==> config.mk <==
export PLATFORM = sky130hd
export DESIGN_NAME = muldiv_unit
export DESIGN_NICKNAME = d
export VERILOG_FILES = /design/src/rtl/muldiv_unit.sv
export SDC_FILE = /design/constraint.sdc
export NUM_CORES = 1
export LEC_CHECK = 0
export CORE_MARGIN = 2
export CORE_UTILIZATION = 25
export DETAILED_ROUTE_END_ITERATION = 10
export SLEW_MARGIN = 20
export SYNTH_ARGS = -nofsm -noshare
export SYNTH_HDL_FRONTEND = slang
export SYNTH_SLANG_ARGS = --single-unit
==> constraint.sdc <==
create_clock -name clk -period 4.1 [get_ports clk]
set_input_delay 0.82 -clock clk [delete_from_list [all_inputs] [get_ports clk]]
set_output_delay 0.82 -clock clk [all_outputs]
set_load 0.01 [all_outputs]
==> src/rtl/muldiv_unit.sv <==
// Iterative multiply/divide unit with HI/LO registers: one result bit per clock,
// followed by a single sign-correction cycle that writes HI/LO and pulses done.
module muldiv_unit #(
    parameter int WIDTH = 32
) (
    input  logic             clk,
    input  logic             reset,
    input  logic             start,
    input  logic [1:0]       op,
    input  logic [WIDTH-1:0] srcA,
    input  logic [WIDTH-1:0] srcB,
    input  logic             hi_we,
    input  logic             lo_we,
    input  logic [WIDTH-1:0] wd,
    output logic             busy,
    output logic             done,
    output logic [WIDTH-1:0] hi,
    output logic [WIDTH-1:0] lo
);

    localparam int CNT_W = (WIDTH > 1) ? $clog2(WIDTH) : 1;
    localparam logic [CNT_W-1:0] CNT_LAST = CNT_W'(WIDTH - 1);

    typedef enum logic [1:0] {
        IDLE = 2'd0,
        RUN  = 2'd1,
        FIX  = 2'd2
    } state_t;

    state_t               state_q, state_d;
    logic [CNT_W-1:0]     cnt_q, cnt_d;
    logic [2*WIDTH-1:0]   acc_q, acc_d;
    logic [WIDTH-1:0]     opd_q, opd_d;
    logic [WIDTH-1:0]     orig_a_q, orig_a_d;
    logic                 is_div_q, is_div_d;
    logic                 neg_q, neg_d;
    logic                 rneg_q, rneg_d;
    logic                 done_q, done_d;
    logic [WIDTH-1:0]     hi_q, hi_d;
    logic [WIDTH-1:0]     lo_q, lo_d;

    logic                 sgn;
    logic [WIDTH-1:0]     a_mag, b_mag;
    logic [WIDTH:0]       mul_sum;
    logic [WIDTH:0]       rem_sh;
    logic [WIDTH:0]       trial;
    logic [2*WIDTH-1:0]   prod;

    function automatic logic [WIDTH-1:0] magnitude(input logic [WIDTH-1:0] v,
                                                   input logic signed_op);
        logic signed [WIDTH-1:0] sv;
        sv = v;
        return (signed_op && (sv < 0)) ? -v : v;
    endfunction

    function automatic logic [WIDTH-1:0] negate_w(input logic [WIDTH-1:0] v,
                                                  input logic n);
        return n ? -v : v;
    endfunction

    function automatic logic [2*WIDTH-1:0] negate_2w(input logic [2*WIDTH-1:0] v,
                                                     input logic n);
        return n ? -v : v;
    endfunction

    always_comb begin
        state_d  = state_q;
        cnt_d    = cnt_q;
        acc_d    = acc_q;
        opd_d    = opd_q;
        orig_a_d = orig_a_q;
        is_div_d = is_div_q;
        neg_d    = neg_q;
        rneg_d   = rneg_q;
        done_d   = 1'b0;
        hi_d     = hi_q;
        lo_d     = lo_q;
        sgn      = ~op[0];
        a_mag    = magnitude(srcA, sgn);
        b_mag    = magnitude(srcB, sgn);
        mul_sum  = {1'b0, acc_q[2*WIDTH-1:WIDTH]} + {1'b0, opd_q};
        rem_sh   = {acc_q[2*WIDTH-1:WIDTH], acc_q[WIDTH-1]};
        trial    = rem_sh - {1'b0, opd_q};
        prod     = negate_2w(acc_q, neg_q);

        case (state_q)
            IDLE: begin
                if (hi_we) hi_d = wd;
                if (lo_we) lo_d = wd;
                if (start) begin
                    // acc low half holds the multiplier (mul) or dividend (div);
                    // opd holds the multiplicand (mul) or divisor (div).
                    is_div_d = op[1];
                    opd_d    = op[1] ? b_mag : a_mag;
                    acc_d    = {{WIDTH{1'b0}}, (op[1] ? a_mag : b_mag)};
                    orig_a_d = srcA;
                    neg_d    = sgn & (srcA[WIDTH-1] ^ srcB[WIDTH-1]);
                    rneg_d   = sgn & srcA[WIDTH-1];
                    cnt_d    = '0;
                    state_d  = RUN;
                end
            end
            RUN: begin
                if (is_div_q) begin
                    if (!trial[WIDTH])
                        acc_d = {trial[WIDTH-1:0], acc_q[WIDTH-2:0], 1'b1};
                    else
                        acc_d = {rem_sh[WIDTH-1:0], acc_q[WIDTH-2:0], 1'b0};
                end else if (acc_q[0]) begin
                    acc_d = {mul_sum, acc_q[WIDTH-1:1]};
                end else begin
                    acc_d = {1'b0, acc_q[2*WIDTH-1:1]};
                end
                cnt_d = (cnt_q == CNT_LAST) ? '0 : cnt_q + CNT_W'(1);
                if (cnt_q == CNT_LAST) state_d = FIX;
            end
            FIX: begin
                if (is_div_q) begin
                    if (opd_q == '0) begin
                        lo_d = '1;
                        hi_d = orig_a_q;
                    end else begin
                        lo_d = negate_w(acc_q[WIDTH-1:0], neg_q);
                        hi_d = negate_w(acc_q[2*WIDTH-1:WIDTH], rneg_q);
                    end
                end else begin
                    hi_d = prod[2*WIDTH-1:WIDTH];
                    lo_d = prod[WIDTH-1:0];
                end
                done_d  = 1'b1;
                state_d = IDLE;
            end
            default: state_d = IDLE;
        endcase
    end

    always_ff @(posedge clk) begin
        if (reset) begin
            state_q  <= IDLE;
            cnt_q    <= '0;
            acc_q    <= '0;
            opd_q    <= '0;
            orig_a_q <= '0;
            is_div_q <= 1'b0;
            neg_q    <= 1'b0;
            rneg_q   <= 1'b0;
            done_q   <= 1'b0;
            hi_q     <= '0;
            lo_q     <= '0;
        end else begin
            state_q  <= state_d;
            cnt_q    <= cnt_d;
            acc_q    <= acc_d;
            opd_q    <= opd_d;
            orig_a_q <= orig_a_d;
            is_div_q <= is_div_d;
            neg_q    <= neg_d;
            rneg_q   <= rneg_d;
            done_q   <= done_d;
            hi_q     <= hi_d;
            lo_q     <= lo_d;
        end
    end

    assign busy = (state_q != IDLE);
    assign done = done_q;
    assign hi   = hi_q;
    assign lo   = lo_q;

endmodule
* Yosys cells after proc, flatten, opt, wreduce, memory -nomap -nowiden *
Index checks and enable logic that the tools add are counted.

operators by class
  reduce and logical (&&, ||, !) cells = 12
  order comparisons = 2
  bitwise logic cells = 4
  add/sub/neg operators = 8
  multiplexer cells = 27
  eq/ne operators = 7

operators by type and width
  cell                 count
  $mux 32              12
  $mux 64              5
  $neg 32->32          4
  $pmux 32 s2          2
  $pmux 64 s2          1
  $lt 32x1->1 const B  2
  $neg 64->64          1
  $add 32x32->33       1
  $sub 33x32->33       1
  $logic_not 32->1     1
  $mux 5               2
  $pmux 5 s2           1
  $reduce_and 2->1     5
  $ne 2x2->1 const B   4
  $reduce_bool 2->1    3
  $add 5x1->5 const B  1
  $eq 5x5->1 const B   1
  $mux 2               2
  $pmux 2 s2           1
  $and 1x1->1          2
  $eq 2x1->1 const B   1
  $eq 2x2->1 const B   1
  $logic_and 1x1->1    2
  $logic_not 2->1      1
  3 further kinds      3

storage, ports and cells
  output and inout port bits = 66
  register bits = 203

* Logic depth before layout (Yosys ltp) *
  word-level depth = 6
  depth in mapped cells = 14

* Worst setup path after synthesis *
No wires, ideal clock.

  path type = flip-flop to flip-flop
  start = reg acc_q[32]
  end = reg acc_q[38]
  clock period less this slack = 3.709 ns
  setup time = 0.087 ns
  path slack = 0.391 ns
  cell stages (with the launch flop) = 15
  path buffers = 3
  arrival time = 3.622 ns
  path through = dfxtp_1 clkbuf_1 inv_1 fa_1 nand2b_1 a211oi_1 o211ai_1 o21ai_0 a21oi_1 a31o_2 buf_2 nor2_1 buf_2 a211oi_1 o31ai_1

between the ends
  longest elaborated chain between the ends = 4
  elaborated cells on any way between the ends = 6

ends and longest elaborated chain
  item                                              line      RTL
  start, declared                                   32        logic [2*WIDTH-1:0] acc_q, acc_d;
  start signal, assigned                            141       acc_q <= '0;
  start signal, assigned                            153       acc_q <= acc_d;
  $sub 33x32->33 or $add 32x32->33 (tied branches)  83, 81
  $mux 64, on equally long branches                 105, 109
  $mux 64 (*)                                       104       if (is_div_q) begin
  $pmux 64 s2 (*)                                   86        case (state_q)

Every way passes the cells marked *; elsewhere a longest branch is shown, timed or not.
A chain may end at the register's enable or synchronous reset.

* Worst setup path in the final report *
  start = reg opd_q[13]
  end = reg acc_q[39]

between the ends
  longest elaborated chain between the ends = 4

ends and longest elaborated chain
  item                    line  RTL
  start, declared         33    logic [WIDTH-1:0] opd_q, opd_d;
  start signal, assigned  154   opd_q <= opd_d;
  $sub 33x32->33          83    trial = rem_sh - {1'b0, opd_q};
  $mux 64                 105   if (!trial[WIDTH])
  $mux 64                 104
  $pmux 64 s2             86

No other way between the ends.

==> flow_metrics.py <==
metrics = {
    "run_status": {
        "status": "completed",
    },
    "logic_synthesis": {
        "syn_inst": 2343,
        "synth_seq_cells": 203,
        "yosys.area.top_type_share_pct": 23.87,
        "avgSynthCellArea_um2": 7.265,
        "ys_warn_count": 0,
        "synthTopCellsByArea": "dfxtp_1, a21oi_1, nand2_1",
        "synth_area_leader_cell": "dfxtp_1",
        "yosysUniqueCellTypes": 81,
        "syn_nets": 2518,
        "ys_seq_area_share_pct": 23.87,
        "synth-main-ff-cell": "dfxtp_1",
        "syn_area_um2": 17020,
        "synth_edf_count": 0,
        "synth-async-reset-ratio_pct": 0,
    },
    "critical_path": {
        "startpoint": "opd_q[13]",
        "crit_fanout": 8,
        "endpoint_kind": "flop",
        "worstSetupPathType": "reg -> reg",
        "required_ns": 4.54,
        "start_kind": "flop",
        "reg2reg_from": "opd_q[13]",
        "crit_arrival_ns": 4.00,
    },
    "sta": {
        "slew_viol_final": 0,
        "slew_headroom_pct": 34.55,
        "final-hold-violation-count": 0,
        "holdWs_ns": 0.4467,
        "finalSetupTns_ns": 0,
        "fmax_mhz": 280.6,
        "min_period_ns": 3.563,
        "setup_viol": 0,
        "grt_setup_unrepaired": "false",
        "min_period_over_period_pct": 86.91,
        "finClkSkew_ns": 0.01694,
        "worst_pin_slew_ns": 0.9805,
    },
    "clock_network": {
        "worstSkewPairLatency_ns": 0.57,
        "cts_resized": 0,
        "root_buffer": "clkbuf_16",
        "postCtsSetupBuffers": 0,
        "path_clk_slew_ns": 0.06,
        "htree_levels": 1,
        "cts_buffer_depth": 3,
        "ctsHoldBuffers": 0,
        "cts_num_sinks": 203,
        "cts_buffers": 25,
        "cts_tree": "built",
    },
    "routing": {
        "firstDrtPassIters": 6,
        "drc": 0,
        "vias": 18740,
        "wl_per_cell_um": 22.16,
        "wl_mm": 74.32,
        "viasPerCell": 5.588,
        "ant_nets": 0,
        "drtIter0Drc": 2169,
    },
    "place": {
        "gp_congestion": 1.003,
        "io_buffers": 168,
        "dp_hpwl_mm": 57.70,
    },
    "grt": {
        "first_global_vias": 17310,
        "antenna_found_initial": 1,
        "grt_pass1_wl_mm": 110.0,
        "grt_usage_pct": 20.34,
        "grt_max_degree": 121,
        "grt_overflow": 0,
    },
    "floorplan": {
        "start_util_pct": 25.30,
        "dieArea_um2": 70190,
        "io_pins": 169,
        "core-area_um2": 67280,
        "num_rows": 95,
        "dieHeight_um": 264.9,
        "chipWidth_um": 264.9,
    },
    "power_and_ir_drop": {
        "pwr-share-seq_pct": 33.5,
        "p_sw_mw": 2.521,
        "power_density_nw_per_um2": 326.6,
        "p_leak_nw": 7.843,
        "switching_share_pct": 37.13,
        "combPwrFrac_pct": 33.6,
        "ir_drop_mv": 0.2591,
        "internal-power_mw": 4.270,
        "pwr-share-clk_pct": 32.9,
    },
    "cells_and_area": {
        "areaGrowthSynthToFinish_pct": 22.16,
        "antenna_cells": 0,
        "layout.nets": 2637,
        "layout_commonest_cell": "nand2_1",
        "fillers": 7295,
        "layout_common_cells": "nand2_1, a21oi_1, dfxtp_1",
        "drive_gt1_share_pct": 8.669,
    },
    "min_path": {
        "hold_path.class": "reg -> reg",
        "min_from": "hi[22]",
    },
    "run": {
        "drv_cap": 0,
    },
}
[power groups by stage]
stage	registers, mW	logic (mW)	clock network, mW
floorplan	2.26	1.35	0
global placement	2.31	2.23	0
detailed placement	2.31	2.22	0
CTS	2.27	2.23	2.25
global route	2.29	2.44	2.34
finish	2.28	2.28	2.24
[state kept, by name (all words and copies together) (netlist names)]
register,count
acc_q,64
hi,32
lo,32
opd_q,32
orig_a_q,32
cnt_q,5
state_q,2
done,1
is_div_q,1
neg_q,1
rneg_q,1
[worst max-delay path, cell delays in order (launching register included)]
cell      delay (ns)
dfxtp_1         0.48
inv_1           0.08
ha_1            0.35
a21oi_1         0.16
o21ai_0         0.18
a211oi_1        0.43
nor4_1          0.11
a21oi_1         0.47
o221a_2         0.40
buf_4           0.20
a21oi_1         0.08
a211oi_1        0.35
o21ai_0         0.15
[stage by stage]
stage	area [µm²]	instances	setup WS, ns	util (%)	power [mW]
floorplan	17020	2343	0.3906	-	3.607
global placement	19990	3308	0.1279	29.72	4.538
detailed placement	19990	3308	0.1303	29.72	4.533
CTS	20790	3353	0.5705	30.91	6.749
global route	20790	3353	0.2969	30.91	7.070
finish	20790	3353	0.5366	30.91	6.791
[worst paths after layout]
kind	endpoint	slack [ns]	cells after the start
min	hi[22]	0.45	2
max	acc_q[39]	0.54	12
max reg2reg	acc_q[39]	0.54	12
min reg2reg	hi[22]	0.45	2
[per-layer routing]
metal  global-route usage (%)  wire length [µm]  vias up
met2                    31.18             32090      941
met1                    27.15             31520     8857
li1                         -                 -     8786
met3                    5.295              7659      153
met4                    7.910              3049        0
met5                        0                 0        -
[final cells by class]
type                    count  area [µm²]  share of cell area [%]
multi-input cells        1883       12010                   57.76
flip-flops and latches    203        4069                   19.57
inverters                  63       236.5                   1.137
clock inverters             7       77.57                  0.3730
well taps                 873        1092                   5.253
repair buffers            286        2585                   12.43
clock buffers              38       724.4                   3.484
[synthesized netlist by cell type (7+ instances only)]
master	instances
nand2b_1	29
xor2_1	84
nand2_1	302
ha_1	70
or2_2	16
buf_1	12
a21o_1	28
a211oi_1	98
dfxtp_1	203
a21oi_1	242
o21a_1	9
a2111oi_0	7
and3_1	17
o31ai_1	37
clkbuf_1	172
nand4_1	16
o21ai_0	143
mux2_2	14
or3_1	12
nor4_1	30
o41ai_1	12
a21boi_0	7
nand3_1	43
nor2_1	184
or4_1	16
o211ai_1	53
o22ai_1	10
nor3_1	37
xnor2_1	111
nor3b_1	8
and2_1	11
inv_1	62
a311oi_1	10
o221ai_1	34
a221oi_1	7
mux2i_1	51
a32o_1	8
o311ai_0	7
nor2b_1	19
a31oi_1	24
[cell families after synthesis]
group	after synthesis	synth area share, %
AND/OR/NAND/NOR	765	21.01
buffers and inverters	257	5.829
XOR/XNOR	195	10.03
flip-flops	203	23.87
adder cells (fa/ha/maj)	72	5.380
AO/OA/AOI/OAI	786	29.94
multiplexers	65	3.925
(Power assumes the default switching activity.)
